File: src/rtl/unary_pkg.sv
`default_nettype none
// ============================================================================
//  Module      : unary_pkg
//  Description : Shared types for the N-input bounds-tracking unary adder.
//                unary_mode_e selects how the summed bounds are mapped onto
//                the single output stream:
//                  MODE_MEAN   - scaled mean, sum / N_INPUTS
//                  MODE_SATSUM - saturating sum, min(sum, STREAM_LEN)
//  Revision    : 1.0 - initial release
// ============================================================================
package unary_pkg;

  typedef enum logic {
    MODE_MEAN   = 1'b0,
    MODE_SATSUM = 1'b1
  } unary_mode_e;

endpackage : unary_pkg
`default_nettype wire

File: src/rtl/unary_stream_bounds.sv
`default_nettype none
// ============================================================================
//  Module      : unary_stream_bounds
//  Description : Per-stream bit counter for one unary input. It counts the
//                bits consumed so far (cnt) and how many of them were ones
//                (ones), and from those derives the tightest lower and upper
//                bounds on the stream's final ones count.
//  Ports       : clk     - clock, rising edge
//                reset   - asynchronous reset, active low
//                clear   - synchronous clear (new stream), overrides ready
//                a       - input bit, consumed when ready=1
//                ready   - qualifier for a
//                o_l     - lower bound  = ones
//                o_u     - upper bound  = STREAM_LEN - cnt + ones
//  Revision    : 1.0 - initial release
// ============================================================================
module unary_stream_bounds
  import unary_pkg::*;
#(
  parameter int STREAM_LEN = 32,
  parameter int CW         = $clog2(STREAM_LEN + 1)
) (
  input  logic          clk,
  input  logic          reset,
  input  logic          clear,
  input  logic          a,
  input  logic          ready,
  output logic [CW-1:0] o_l,
  output logic [CW-1:0] o_u
);

  localparam logic [CW-1:0] C_LEN = CW'(STREAM_LEN);

  logic [CW-1:0] r_ones;
  logic [CW-1:0] r_cnt;
  logic          w_take;

  // Once the stream has delivered STREAM_LEN bits, further ready pulses are
  // ignored so a sloppy producer cannot push the bounds past the stream end.
  assign w_take = ready && (r_cnt < C_LEN);

  always_ff @(posedge clk or negedge reset) begin
    if (!reset) begin
      r_ones <= '0;
      r_cnt  <= '0;
    end else if (clear) begin
      r_ones <= '0;
      r_cnt  <= '0;
    end else if (w_take) begin
      r_ones <= r_ones + CW'(a);
      r_cnt  <= r_cnt + CW'(1);
    end
  end

  // Every bit not yet seen could still be a one; the upper bound never
  // exceeds STREAM_LEN, so CW bits suffice without overflow.
  assign o_l = r_ones;
  assign o_u = C_LEN - r_cnt + r_ones;

endmodule : unary_stream_bounds
`default_nettype wire

File: src/rtl/unary_nary_adder_bounds.sv
`default_nettype none
// ============================================================================
//  Module      : unary_nary_adder_bounds
//  Description : N-input unary (rate-coded) adder with early output. Each
//                input stream keeps running lower/upper bounds on its final
//                ones count; these are summed and mapped (scaled mean or
//                saturating sum) onto bounds lo/hi for the result. An output
//                bit is emitted as soon as it is certain: a one while the
//                ones emitted so far are below lo, a zero once they have
//                reached hi, otherwise the output stalls.
//  Ports       : clk    - clock, rising edge
//                reset  - asynchronous reset, active low
//                start  - synchronous pulse: clear state, latch mode
//                mode   - 0 scaled mean, 1 saturating sum (latched on start)
//                a      - N_INPUTS input bits
//                ready  - per-input qualifier for a
//                y      - output bit, meaningful when valid=1
//                valid  - y carries a new output bit this cycle
//                done   - pulse with the STREAM_LEN-th output bit
//  Revision    : 1.0 - initial release
// ============================================================================
module unary_nary_adder_bounds
  import unary_pkg::*;
#(
  parameter int N_INPUTS   = 4,
  parameter int STREAM_LEN = 32,
  parameter int CW         = $clog2(STREAM_LEN + 1),
  parameter int SW         = CW + $clog2(N_INPUTS)
) (
  input  logic                clk,
  input  logic                reset,
  input  logic                start,
  input  logic                mode,
  input  logic [N_INPUTS-1:0] a,
  input  logic [N_INPUTS-1:0] ready,
  output logic                y,
  output logic                valid,
  output logic                done
);

  localparam int              C_LOG2N  = $clog2(N_INPUTS);
  localparam logic [CW-1:0]   C_LEN    = CW'(STREAM_LEN);
  localparam logic [CW-1:0]   C_LAST   = CW'(STREAM_LEN - 1);
  localparam logic [SW-1:0]   C_LEN_SW = SW'(STREAM_LEN);

  // --------------------------------------------------------------------------
  // Per-input bound trackers
  // --------------------------------------------------------------------------
  logic [CW-1:0] w_l [N_INPUTS];
  logic [CW-1:0] w_u [N_INPUTS];

  generate
    for (genvar gi = 0; gi < N_INPUTS; gi++) begin : g_stream
      unary_stream_bounds #(
        .STREAM_LEN (STREAM_LEN),
        .CW         (CW)
      ) u_bounds (
        .clk   (clk),
        .reset (reset),
        .clear (start),
        .a     (a[gi]),
        .ready (ready[gi]),
        .o_l   (w_l[gi]),
        .o_u   (w_u[gi])
      );
    end
  endgenerate

  // --------------------------------------------------------------------------
  // Bound sums. SW = CW + log2(N) holds N * STREAM_LEN without overflow.
  // --------------------------------------------------------------------------
  logic [SW-1:0] w_sl;
  logic [SW-1:0] w_su;

  always_comb begin
    w_sl = '0;
    w_su = '0;
    for (int i = 0; i < N_INPUTS; i++) begin
      w_sl = w_sl + SW'(w_l[i]);
      w_su = w_su + SW'(w_u[i]);
    end
  end

  // --------------------------------------------------------------------------
  // Mode mapping onto result bounds. Both mappings are monotonic, so lo only
  // ever rises and hi only ever falls as inputs arrive; that is what makes a
  // committed output bit safe.
  // --------------------------------------------------------------------------
  unary_mode_e   r_mode;
  logic [SW-1:0] w_sl_mean;
  logic [SW-1:0] w_su_mean;
  logic [CW-1:0] w_lo;
  logic [CW-1:0] w_hi;

  assign w_sl_mean = w_sl >> C_LOG2N;
  assign w_su_mean = w_su >> C_LOG2N;

  always_comb begin
    w_lo = '0;
    w_hi = '0;
    if (r_mode == MODE_SATSUM) begin
      w_lo = (w_sl > C_LEN_SW) ? C_LEN : CW'(w_sl);
      w_hi = (w_su > C_LEN_SW) ? C_LEN : CW'(w_su);
    end else begin
      w_lo = CW'(w_sl_mean);
      w_hi = CW'(w_su_mean);
    end
  end

  // --------------------------------------------------------------------------
  // Output decision
  // --------------------------------------------------------------------------
  logic [CW-1:0] r_y_ones;
  logic [CW-1:0] r_y_cnt;
  logic          r_y;
  logic          r_valid;
  logic          r_done;

  logic          w_active;
  logic          w_emit1;
  logic          w_emit0;
  logic          w_emit;

  // Once y_cnt hits STREAM_LEN the block is idle until the next start.
  assign w_active = (r_y_cnt < C_LEN);
  assign w_emit1  = w_active && (r_y_ones < w_lo);
  // A zero is only safe once the ones emitted already meet the upper bound.
  assign w_emit0  = w_active && !w_emit1 && (r_y_ones >= w_hi);
  assign w_emit   = w_emit1 || w_emit0;

  always_ff @(posedge clk or negedge reset) begin
    if (!reset) begin
      r_mode   <= MODE_MEAN;
      r_y_ones <= '0;
      r_y_cnt  <= '0;
      r_y      <= 1'b0;
      r_valid  <= 1'b0;
      r_done   <= 1'b0;
    end else if (start) begin
      // start outranks a completing output bit: its done is suppressed.
      r_mode   <= unary_mode_e'(mode);
      r_y_ones <= '0;
      r_y_cnt  <= '0;
      r_y      <= 1'b0;
      r_valid  <= 1'b0;
      r_done   <= 1'b0;
    end else begin
      r_y     <= w_emit1;
      r_valid <= w_emit;
      r_done  <= w_emit && (r_y_cnt == C_LAST);
      if (w_emit) begin
        r_y_cnt <= r_y_cnt + CW'(1);
      end
      if (w_emit1) begin
        r_y_ones <= r_y_ones + CW'(1);
      end
    end
  end

  assign y     = r_y;
  assign valid = r_valid;
  assign done  = r_done;

endmodule : unary_nary_adder_bounds
`default_nettype wire

File: config.mk
export PLATFORM = sky130hd
export DESIGN_NAME = unary_nary_adder_bounds
export DESIGN_NICKNAME = d
export VERILOG_FILES = /design/src/rtl/unary_pkg.sv /design/src/rtl/unary_stream_bounds.sv /design/src/rtl/unary_nary_adder_bounds.sv
export SDC_FILE = /design/constraint.sdc
export NUM_CORES = 1
export LEC_CHECK = 0
export ABC_AREA = 1
export CAP_MARGIN = 25
export CORE_UTILIZATION = 45
export DETAILED_ROUTE_END_ITERATION = 10
export PLACE_DENSITY = 0.71
export REMOVE_ABC_BUFFERS = 1
export SETUP_SLACK_MARGIN = 0.3
export SLEW_MARGIN = 20
export SYNTH_ARGS = -nofsm -noshare
export SYNTH_HDL_FRONTEND = slang
export SYNTH_SLANG_ARGS = --single-unit
export TNS_END_PERCENT = 30
File: constraint.sdc
create_clock -name clk -period 6.6 [get_ports clk]
set_clock_uncertainty 0.2 [all_clocks]
set_input_delay 1.32 -clock clk [delete_from_list [all_inputs] [get_ports clk]]
set_output_delay 1.32 -clock clk [all_outputs]
set_load 0.005 [all_outputs]
==> flow_summary.yaml, run 1 <==
detailed_routing:
  drt_iter0_markers: 196
  vias: 4314
  first_pass_iters: 5
  routed_wl_um: 11400
  drcViolationCount: 0
  wl_per_cell_um: 13.7
  vias_per_cell: 5.20
  antenna_left: 0
global_route:
  grt_pass1_vias: 4329
  grt_overflow: 0
  grt_max_degree: 66
  grt.total_usage_pct: 20.2
  antenna_found_initial: 0
  grt_pass1_wl_um: 19600
critical_path:
  endpoint_kind: "flop"
  endpoint: "r_y_cnt[0]$_DFFE_PN0P_"
  path_class: "reg -> reg"
  worst_ep_arrival_time_ns: 6.05
  r2r-start: "g_stream[0].u_bounds.r_cnt[1]$_DFFE_PN0P_"
  reg2reg_slack_ns: 0.63
  required_ns: 6.68
  r2r_end: "r_y_cnt[0]$_DFFE_PN0P_"
  slowest_stage: "fa_1"
  rr_worst_depth: 31
  worstSetupStartpoint: "g_stream[0].u_bounds.r_cnt[1]$_DFFE_PN0P_"
  crit_fanout: 4
  critPathMaxStageDelay_ns: 0.53
  cpMostUsedCell: "inv_1"
  cp-start-kind: "flop"
layout:
  final_core_util_pct: 52.3
  final_layout_size_suffix_gt1_share_pct: 4.66
  final_nets: 797
  diodes: 0
  area_delta_synth_final_pct: 11.5
synth:
  syn_avg_cell_area_um2: 8.20
  synth.most_common_cell: "inv_1"
  synth_area_leaders: "dfrtp_1 (30%), ha_1 (17%), fa_1 (10%)"
  yosys.area.top_type: "dfrtp_1"
  yosysUniqueCellTypes: 34
  synth_edf_count: 0
  ys_seq_elements: 64
  ys_warn_count: 0
  synth_seq_area_share_pct: 29.5
  synth_common_cells: "inv_1 (128), nand2_1 (100), ha_1 (75)"
  synth_top_area_share_pct: 29.5
  syn_area_um2: 5430
  async_flop_share_pct: 100
  synthFlopType: "dfrtp_1"
  syn_inst: 662
pwr:
  p_seq_share_pct: 24.2
  p_int_mw: 1.09
  peakVddDrop_uv: 186
  netSwitchingPower_mw: 0.746
  pwr-share-comb_pct: 49.4
  p_per_area_nw_per_um2: 304
  p_leak_nw: 3.11
  clkPwrFrac_pct: 26.4
  switching_share_pct: 40.6
  finalPower_mw: 1.84
sta:
  whs_ns: 0.322
  post-route-period-util_pct: 90.5
  worstMarginPinSlew_ns: 0.834
  drv_slew: 0
  hold_viol_final: 0
  slew_headroom_pct: 44.4
  setup_tns_ns: 0
  fmax_ghz: 0.167
  rsz0062_at_grt: "false"
  min_period_ns: 5.97
  final-setup-viol-count: 0
cts:
  numCtsBuffers: 9
  clk_pin_slew_worst_paths_ns: 0.05
  ctsHoldBuffers: 0
  htreeDepth: 3
  cts_root_buf: "clkbuf_16"
  cts_max_path_buffers: 2
  cts.sinks: 64
  insertion_delay_ns: 0.34
  cts_tree: "yes"
flow_run:
  drv_cap: 0
die:
  die_h_um: 112
  chipWidth_um: 112
  core_um2: 11600
  io_pins: 15
  die-area_um2: 12500
  num_rows: 39
  initial_core_util_pct: 46.9
place:
  hpwl_um: 8640
  globalplace.congestion: 0.882
  io_buffers: 14
worst_hold_path:
  min_path_type: "reg -> reg"
status:
  status: "complete, no violations"
worst max-delay path, delay by kind of cell (launching register included):
family / cells / cell delay (ns)
buf+inv: 8 / 0.64
flops: 1 / 0.35
compound gates: 10 / 1.41
fa+ha+maj: 7 / 2.72
simple gates: 6 / 0.60
power groups by stage:
stage	clock network, mW	logic (mW)	registers, mW
CTS	0.495	0.848	0.445
global placement	0	0.811	0.451
detailed placement	0	0.843	0.451
global route	0.511	1.06	0.448
finish	0.484	0.908	0.445
floorplan	0	0.649	0.445
final cells by class:
| cell class | count | area [um2] |
|---|---|---|
| sequential | 64 | 1600 |
| inverter | 130 | 488 |
| timing repair buffer | 19 | 173 |
| clock inverter | 3 | 40.0 |
| multi-input combinational | 458 | 3310 |
| tap | 143 | 179 |
| fill | 1080 | 5510 |
| clock buffer | 13 | 260 |
what timing repair did:
item                                    in CTS  in global routing
endpoints found under the setup margin       0                  7
gates resized for setup                      0                  3
endpoints found under the hold margin        0                  0
buffers inserted                             0                  3
cells by family (layout without fill, tap and decap cells):
logic type / Yosys count / after routing / share of synthesized area [%]
xor+xnor: 31 / 31 / 5.00
fa+ha+maj: 103 / 103 / 27.6
compound gates: 105 / 105 / 10.5
simple gates: 219 / 219 / 17.5
buf+inv: 140 / 165 / 9.85
flops: 64 / 64 / 29.5
placed cells by master, fill, tap and decap left out, drive strengths merged:
cell type and instances:
inv 128, nand2 103, ha 75, dfrtp 64, o21ai 56, nand3 49, a21oi 41, nor2 39
fa 28, xor2 21, nor3 16, clkdlybuf4s50 13, clkbuf 13, xnor2 10, nand4 8, buf 6
clkinv 4, nand3b 2, o21bai 2, and2 1, a21boi 1, a21o 1, o22ai 1, o31ai 1
a2111oi 1, a211oi 1, nor3b 1, bufinv 1
per-stage QoR:
step	cell area (um2)	std cells	setup slack (ns)
finish	6050	830	0.626
global route	6050	830	0.238
CTS	6010	827	0.523
detailed placement	5710	811	0.536
global placement	5710	811	0.720
floorplan	5380	652	1.02
layer usage:
layer / global-route usage [%] / share of wire (%) / wire (um)
met1: 24.2 / 46 / 5180
met2: 33.0 / 48 / 5420
met4: 12.3 / 3.7 / 420
met3: 4.46 / 3.1 / 352
met5: 0 / 0 / 0
sequential cells by signal, indices dropped and copies added, names as in the netlist:
name	count
g_stream.u_bounds.o_l	24
r_y_ones	6
g_stream.u_bounds.r_cnt	24
valid	1
r_y_cnt	6
y	1
r_mode	1
done	1
how the worst min path moves through the flow:
stage                                                 to                                      start  slack, ns  cells after the start
2_1_floorplan  g_stream[1].u_bounds.r_cnt[3]$_DFFE_PN0P_  g_stream[1].u_bounds.r_cnt[3]$_DFFE_PN0P_       0.28                      1
3_3_place_gp   g_stream[2].u_bounds.r_cnt[3]$_DFFE_PN0P_  g_stream[2].u_bounds.r_cnt[3]$_DFFE_PN0P_       0.30                      1
3_5_place_dp   g_stream[1].u_bounds.r_cnt[3]$_DFFE_PN0P_  g_stream[1].u_bounds.r_cnt[3]$_DFFE_PN0P_       0.32                      1
4_1_cts        g_stream[2].u_bounds.r_cnt[3]$_DFFE_PN0P_  g_stream[2].u_bounds.r_cnt[3]$_DFFE_PN0P_       0.32                      1
5_1_grt        g_stream[2].u_bounds.r_cnt[3]$_DFFE_PN0P_  g_stream[2].u_bounds.r_cnt[3]$_DFFE_PN0P_       0.36                      1
6_report       g_stream[2].u_bounds.r_cnt[3]$_DFFE_PN0P_  g_stream[2].u_bounds.r_cnt[3]$_DFFE_PN0P_       0.32                      1
No activity file was read; power rests on OpenSTA's default activity.
==> inputs of run 2 (changes only) <==
- CORE_ASPECT_RATIO: not set -> 1.25
- TNS_END_PERCENT: 30 -> 5
==> flow_summary.yaml, run 2 (synthesized netlist as in run 1, its figures left out) <==
status:
  status: "complete, no violations"
critical_path:
  slowest_stage: "fa_1"
  path_class: "reg -> reg"
  critPathMaxStageDelay_ns: 0.52
  endpoint_kind: "flop"
  worstSetupStartpoint: "g_stream[1].u_bounds.r_cnt[1]$_DFFE_PN0P_"
  worst_ep_arrival_time_ns: 5.92
  r2r-start: "g_stream[1].u_bounds.r_cnt[1]$_DFFE_PN0P_"
  crit_fanout: 5
  required_ns: 6.67
  cp-start-kind: "flop"
global_route:
  grt_pass1_wl_um: 19200
  grt_pass1_vias: 4255
  grt_overflow: 0
  antenna_found_initial: 0
  grt_max_degree: 66
  grt.total_usage_pct: 19.5
cts:
  insertion_delay_ns: 0.33
  htreeDepth: 3
  numCtsBuffers: 9
  cts_root_buf: "clkbuf_16"
  clk_pin_slew_worst_paths_ns: 0.05
  cts_max_path_buffers: 2
  cts_tree: "yes"
  cts.sinks: 64
detailed_routing:
  route.met3.wl_um: 216
  first_pass_iters: 4
  routed_wl_um: 11100
  wl_per_cell_um: 13.1
  drt_iter0_markers: 130
  met2_length_um: 5750
  wl_met1_um: 4800
  drcViolationCount: 0
  vias: 4227
  antenna_left: 0
  vias_per_cell: 4.99
  routed.top_layer: "met4"
sta:
  fmax_ghz: 0.171
  final-setup-viol-count: 0
  min_period_ns: 5.84
  rsz0062_at_grt: "false"
  hold_viol_final: 0
  worstMarginPinSlew_ns: 0.836
  slew_headroom_pct: 44.2
  setup_tns_ns: 0
  drv_slew: 0
  post-route-period-util_pct: 88.6
die:
  core_um2: 11700
  die-area_um2: 12500
  io_pins: 15
  initial_core_util_pct: 46.5
  chipWidth_um: 100
  die_h_um: 125
  num_rows: 44
worst_hold_path:
  hp-start: "g_stream[2].u_bounds.o_l[5]$_DFFE_PN0P_"
  min_path_type: "reg -> reg"
place:
  placed_area_um2: 5730
  hpwl_um: 8600
  globalplace.congestion: 0.796
  io_buffers: 14
layout:
  diodes: 0
  final_area_um2: 6090
  final_nets: 796
  final_common_cell: "inv_1"
  area_delta_synth_final_pct: 12.2
  layout_common_cells: "inv_1 (128), nand2_1 (100), ha_1 (74)"
  final_layout_size_suffix_gt1_share_pct: 4.81
pwr:
  p_per_area_nw_per_um2: 301
  peakVddDrop_uv: 167
  p_leak_nw: 3.11
flow_run:
  drv_cap: 0
## run 2: changes by cell type in the layout (fill, tap and decap cells not counted), sizes merged
cell    delta
clkinv     -2
buf        -1
clkbuf     +1
inv        +1
## run 2: critical path, delay by kind of cell, from the launching register on
| kind | cells | cell delay [ns] |
|---|---|---|
| AO/OA/AOI/OAI | 8 | 1.02 |
| XOR/XNOR | 2 | 0.38 |
| adder cells (fa/ha/maj) | 7 | 2.47 |
| buffers and inverters | 6 | 0.52 |
| flip-flops | 1 | 0.37 |
| AND/OR/NAND/NOR | 9 | 0.80 |
## run 2: area by class of cell
cell class / instances / area, um2
clock buffers: 14 / 284
clock inverters: 2 / 35.0
fillers: 1091 / 5580
inverters: 130 / 488
multi-input cells: 458 / 3310
flip-flops and latches: 64 / 1600
well taps: 161 / 201
repair buffers: 18 / 165
## run 2: what timing repair did
action	CTS	global route
buffers inserted	0	2
endpoints found under the setup margin	0	8
hold buffers	0	0
resized for setup	0	4
## run 2: final timing paths
path | end | slack, ns | depth (start not counted)
worst max-delay path | r_y_cnt[3]$_DFFE_PN0P_ | 0.76 | 32
worst min-delay path | g_stream[2].u_bounds.o_l[5]$_DFFE_PN0P_ | 0.33 | 1
worst max register to register | r_y_cnt[3]$_DFFE_PN0P_ | 0.76 | 32
worst min register to register | g_stream[2].u_bounds.o_l[5]$_DFFE_PN0P_ | 0.33 | 1
max in group asynchronous | r_y_cnt[5]$_DFFE_PN0P_ | 4.68 | 2
min in group asynchronous | g_stream[0].u_bounds.r_cnt[2]$_DFFE_PN0P_ | 0.97 | 2
## run 2: metal layers
| metal | track usage [%] | vias to the layer above |
|---|---|---|
| met1 | 22.6 | 1987 |
| met4 | 8.61 | 0 |
| met2 | 34.8 | 43 |
| met5 | 0 | - |
| met3 | 3.20 | 20 |
| li1 | - | 2177 |
## run 2: per-stage QoR
stage / utilization [%] / power, mW / setup WS (ns) / hold WS [ns] / cells
detailed placement: 49.1 / 1.29 / 0.535 / 0.318 / 829
global route: 52.2 / 2.00 / 0.329 / 0.347 / 847
floorplan: - / 1.09 / 1.02 / 0.281 / 652
finish: 52.2 / 1.83 / 0.756 / 0.327 / 847
CTS: 51.8 / 1.81 / 0.525 / 0.325 / 845
global placement: 49.1 / 1.25 / 0.693 / 0.304 / 829
## run 2: report_power, final
group	total, mW	switching [mW]	internal, mW	leakage (nW)
combinational	0.883	0.532	0.350	2.08
sequential	0.445	0.0277	0.418	0.876
clock	0.502	0.169	0.333	0.159
